===== config.mk =====
export PLATFORM = sky130hd
export DESIGN_NAME = div_host_if
export DESIGN_NICKNAME = d
export VERILOG_FILES = /design/src/rtl/div_host_if.sv
export SDC_FILE = /design/constraint.sdc
export NUM_CORES = 1
export LEC_CHECK = 0
export ABC_AREA = 1
export CAP_MARGIN = 10
export CORE_ASPECT_RATIO = 1.25
export CORE_UTILIZATION = 43
export DETAILED_ROUTE_END_ITERATION = 12
export GPL_TIMING_DRIVEN = 0
export PLACE_DENSITY = 0.82
export SETUP_SLACK_MARGIN = 0.05
export SLEW_MARGIN = 20
export SYNTH_ARGS = -nofsm -noshare
export SYNTH_HDL_FRONTEND = slang
export SYNTH_SLANG_ARGS = --single-unit

===== constraint.sdc =====
create_clock -name clk -period 1.7 [get_ports clk]
set_input_delay 0.255 -clock clk [delete_from_list [all_inputs] [get_ports clk]]
set_output_delay 0.255 -clock clk [all_outputs]
set_load 0.05 [all_outputs]

===== src/rtl/div_host_if.sv =====
// Valid/ready front-end for the shift-subtract divider: launches the divider with a
// level go, captures its result on fin and measures the run latency.
module div_host_if #(
  parameter int W  = 8,
  parameter int CW = 8
) (
  input  logic          clk,
  input  logic          rst,
  input  logic          in_valid,
  output logic          in_ready,
  input  logic [W-1:0]  in_a,
  input  logic [W-1:0]  in_b,
  output logic          div_go,
  output logic [W-1:0]  div_a,
  output logic [W-1:0]  div_b,
  input  logic          div_fin,
  input  logic [W-1:0]  div_q,
  input  logic [W-1:0]  div_r,
  input  logic          div_err,
  output logic          out_valid,
  input  logic          out_ready,
  output logic [W-1:0]  out_q,
  output logic [W-1:0]  out_r,
  output logic          out_err,
  output logic [CW-1:0] out_cycles
);

  typedef enum logic [1:0] {IDLE, RUN, DRAIN, OUT} state_t;

  state_t        state, state_nxt;
  logic [CW-1:0] cnt;
  logic [CW-1:0] cnt_inc;

  // Saturating increment: a runaway divider must not wrap the latency to a small value.
  assign cnt_inc = (cnt == {CW{1'b1}}) ? cnt : cnt + CW'(1);

  // Handshake outputs decode the registered state only, so no input reaches them.
  assign in_ready  = (state == IDLE);
  assign div_go    = (state == RUN);
  assign out_valid = (state == OUT);

  // NOTE: sequential state uses non-blocking assignments so every register samples
  // pre-edge values regardless of statement order.
  always_ff @(posedge clk) begin
    if (rst) begin
      state      <= IDLE;
      div_a      <= '0;
      div_b      <= '0;
      cnt        <= '0;
      out_q      <= '0;
      out_r      <= '0;
      out_err    <= 1'b0;
      out_cycles <= '0;
    end else begin
      state <= state_nxt;
      if (state == IDLE && in_valid) begin
        div_a <= in_a;
        div_b <= in_b;
        cnt   <= '0;
      end
      if (state == RUN) begin
        if (div_fin) begin
          out_q      <= div_q;
          out_r      <= div_r;
          out_err    <= div_err;
          out_cycles <= cnt_inc;
        end else begin
          cnt <= cnt_inc;
        end
      end
    end
  end

  // NOTE: next state is defaulted before the case so no path through this block
  // leaves it unassigned, which would infer a latch.
  always_comb begin
    state_nxt = state;
    case (state)
      IDLE:    if (in_valid)  state_nxt = RUN;
      RUN:     if (div_fin)   state_nxt = DRAIN;
      DRAIN:   if (!div_fin)  state_nxt = OUT;
      OUT:     if (out_ready) state_nxt = IDLE;
      default:                state_nxt = IDLE;
    endcase
  end

endmodule


## Word level (Yosys, flattened, before mapping)

Index checks and enable logic that the tools add are counted.

- Word-level logic and storage cells: 30
- Memory bits (writable): 0
- Memories kept: 0
- Bits of input ports: 38
- Flip-flop bits (word level): 51
- Bits in latches: 0
- Memory bits (read-only): 0
- Output and inout port bits: 44

- Bitwise operators: 0
- Order comparisons: 0
- Equality and inequality tests: 8
- Shift operators: 0
- Multipliers: 0
- Reductions and logical operators: 4
- Multiplexer cells: 9
- Divide/modulo/power cells: 0
- Add/sub/neg operators: 1

Operators with widths:

| operator | number |
|---|---|
| $mux W8 | 4 |
| $add A8 B1 Y8 const B | 1 |
| $eq A8 B8 Y1 const B | 1 |
| $mux W2 | 4 |
| $pmux W2 S4 | 1 |
| $eq A2 B2 Y1 const B | 2 |
| $ne A2 B1 Y1 const B | 2 |
| $ne A2 B2 Y1 const B | 2 |
| $reduce_and A4 Y1 | 1 |
| $eq A2 B1 Y1 const B | 1 |
| $logic_not A2 Y1 | 1 |
| $reduce_and A2 Y1 | 1 |
| $logic_and A1 B1 Y1 | 1 |

## Longest topological paths before layout

- Word-level depth: 5
- Gate-level depth with buffers: 9
- Depth with buffers taken out: 9

## Worst setup path before layout

Ideal clock, no wire load.

- Path type: register to register
- Start: register state[1]
- End: register div_b[4]
- Data arrival time: 1596 ps
- Required time: 1636 ps
- Setup time: 64 ps
- Setup slack: 40 ps
- Cell stages (with the launch flop): 8
- Path buffers: 1
- Period minus slack after synthesis: 1660 ps
- Cells stage by stage: dfxtp_1 > inv_1 > ha_1 > nand2_1 > inv_2 > buf_2 > nor2_1 > nor2_1

- Cells in the longest elaborated chain, start to end: 2

Ends and longest elaborated chain:

| what | RTL line | source |
|---|---|---|
| start, declared | 30 | `state_t state, state_nxt;` |
| start signal, assigned | 55 | `state <= state_nxt;` |
| $logic_not A2 Y1 | n/a |  |
| named net in_ready | 10 | `output logic in_ready,` |
| $logic_and A1 B1 Y1 | 56 | `if (state == IDLE && in_valid) begin` |
| end signal, assigned | 58 | `div_b <= in_b;` |
| end, declared | 15 | `output logic [W-1:0] div_b,` |

The timed path passes the listed nets, and every way through them passes these cells.
A chain may end at the register's enable or synchronous reset.

## Worst setup path after layout

- Start: register state[1]
- End: output in_ready

- Cells in the longest elaborated chain, start to end: 1

Ends and longest elaborated chain:

| what | RTL line | source |
|---|---|---|
| $logic_not A2 Y1 | 38 | `assign in_ready = (state == IDLE);` |
| end, declared | 10 |  |

No other way between the ends.

==> reports/results.tsv <==
stage	metric	value	unit
die	num_io_pins	82	
worst_setup_path	end_kind	output port	
yosys	yosys.area_share.simple	0.266	
die	start_util	0.448	
global_route	grt_pass1_wl	8290	microns
worst_setup_path	cp.required	1440	ps
yosys	ys_seq_elements	51	
global_route	grt_max_degree	17	
worst_setup_path	max_stage_delay	340	ps
die	row_count	28	
clocking	cts_buffers	5	
placed_design	port_buffers	81	
clocking	cts_num_sinks	51	
sta	hold_viol	0	
final_layout	diodes	0	
global_route	grt_pass1_vias	1878	
clocking	path_clk_slew	90	ps
placed_design	dpl-instance-area	3010	sq um
final_layout	final_common_cell	nor2_1	
yosys	synthDistinctLibCells	22	
final_layout	area_delta_synth_final	44.7	%
worst_setup_path	crit_chain	inv_1 > ha_1 > buf_2	
hold_path	min_path_cells	2	
sta	slew_headroom	0.651	
route	met3_length	251	microns
yosys	syn_area_per_cell	7.28	sq um
final_layout	post-route-cell-area	3070	sq um
worst_setup_path	reg2reg_depth	7	
worst_setup_path	crit_type	reg2out	
clocking	clock_path_buffers	2	
route	drt_iter0_markers	125	
final_layout	final_nets	422	
clocking	cts_tree	built	
clocking	ctsHoldBuffers	0	
route	wl_met2	2510	microns
yosys	synth_area	2120	sq um
route	vias_per_cell	4.80	
yosys	synth_fa_ha_area_frac	0.0295	
sta	finalMaxSlewViolations	0	
yosys	synthXorXnorAreaFrac	0	
yosys	synth_cells	291	
power_and_ir_drop	p_leak	0.00149	uW
sta	min_period	1540	ps
worst_setup_path	critPathSlowestCell	dfxtp_1	
route	routedLengthMet1	2450	microns
die	fp.dieH	80.5	microns
sta	max_freq	0.651	GHz
yosys	synth-compound-area-share	0.149	
flow_run	drv_cap	0	
route	maxUsedRoutingLayer	met4	
sta	finalCritPeriodShare	0.904	
hold_path	hold_path.class	reg2reg	
sta	worstMarginPinSlew	525	ps
die	fp.dieW	64.8	microns
global_route	grtUsageTotal	0.204	
die	die_area	5220	sq um
route	totalWireLength	5320	microns
yosys	synthMuxAreaShare	0	
clocking	clk_latency	310	ps
worst_setup_path	cp.arrival	1280	ps
clocking	htree_num_levels	2	
worst_setup_path	crit_buf_inv	2	
route	post_drt_wl_per_cell	12.1	microns
status	status	finished, final reports clean	
final_layout	layout_common_cells	82 x nor2_1, 51 x dfxtp_1, 44 x o21ai_0	
power_and_ir_drop	ir_worst_vdd	0.000840	V
global_route	grt_antenna_before_repair	0	
worst_setup_path	critPathMaxFanout	4	
sta	grt_setup_unrepaired	false	
placed_design	place_inst	432	
sta	setup_viol	0	
route	dr.pass1.iters	4	
power_and_ir_drop	power.density	1530	nW/um^2
clocking	clockRootBuffer	clkbuf_8	
route	vias	2114	
worst_setup_path	cp-start-kind	flip-flop	
yosys	synth_top_family_by_area	simple AND/OR/NAND/NOR gates	
sta	fin_skew	3.10	ps
worst_setup_path	crit_family	buffers and inverters	
die	core_area	4730	sq um
placed_design	dp_hpwl	3870	microns
route	drc	0	
yosys	ys_seq_area_frac	0.482	
final_layout	finalNonFillerCells	440	
final_layout	drive_gt1_frac	0.0868	
yosys	synth_fp_nets	334	
global_route	grt-ovfl-total	0	
worst_setup_path	cp_num_cells	3	
placed_design	gp_congestion	0.824	
yosys	yosys_warnings	0	
route	ant_nets	0	
==> logic make-up (layout without fill, tap and decap cells) <==
| logic type | count (synthesis) | after routing |
|---|---|---|
| simple gates | 135 | 135 |
| compound gates | 60 | 60 |
| flops | 51 | 51 |
| buf+inv | 40 | 129 |
| fa+ha+maj | 5 | 5 |
==> final timing paths <==
check	startpoint	to	slack, ps
max	state[1]	in_ready	160
min	out_q[7]	out_q[7]	480
max reg2reg	state[1]	out_cycles[6]	200
min reg2reg	out_q[7]	out_q[7]	480
==> state kept, by name, summed over array words and instances (netlist names) <==
| register | count |
|---|---|
| out_q | 8 |
| div_b | 8 |
| div_a | 8 |
| out_r | 8 |
| state | 2 |
| out_cycles | 8 |
| out_err | 1 |
| cnt | 8 |
==> worst reg2reg max path, stage by stage (launching register included) <==
cell	delay, ps
dfxtp_1	370
inv_1	90
ha_1	200
nand2_1	170
inv_2	120
buf_2	200
o211ai_1	190
inv_1	60
==> stage by stage <==
step                total power (uW)  hold slack, ps   util  setup slack [ps]  TNS [ps]
CTS                             4730             488  0.651              56.6         0
finish                          4700             481  0.648               164         0
global route                    4960             513  0.648              77.2         0
floorplan                       3250             416      -              39.6         0
global placement                3980             464  0.635              8.72         0
detailed placement              4010             471  0.635             -12.2     -12.2
==> cell type report <==
| cell class | instances | area (sq um) |
|---|---|---|
| fillers | 436 | 1660 |
| flip-flops and latches | 51 | 1020 |
| multi-input cells | 200 | 943 |
| repair buffers | 81 | 744 |
| inverters | 27 | 101 |
| clock buffers | 6 | 82.6 |
| well taps | 60 | 75.1 |
| plain buffers | 13 | 60.1 |
| clock inverters | 2 | 38.8 |
==> cells in the mapped netlist, drive strengths merged <==
cell type | n | area (sq um)
o211ai | 1 | 7.51
nand2 | 31 | 131
a21oi | 11 | 62.6
ha | 5 | 62.6
nor2 | 85 | 337
o21ai | 46 | 230
buf | 7 | 33.8
dfxtp | 51 | 1020
inv | 27 | 101
nand3 | 18 | 90.1
clkbuf | 6 | 22.5
nor3 | 1 | 5.00
o21bai | 1 | 7.51
a21o | 1 | 7.51
==> what timing repair did <==
item	in CTS	in global routing
resized for setup	49	12
pin swaps	0	0
buffers inserted	0	0
setup endpoints to repair	44	20
==> power breakdown <==
part           switching [uW]  internal (uW)  leakage [uW]
registers                 154           1480      0.000418
clock network             408            484     0.0000618
logic                    1570            597       0.00101
total                    2140           2560       0.00149
==> per-layer routing <==
layer  vias up  GRT usage
li1       1100          -
met1       940      0.247
met2        65      0.348
met3         9     0.0341
met4         0     0.0933
met5         -          0
Power figures use the tool's default switching activity.
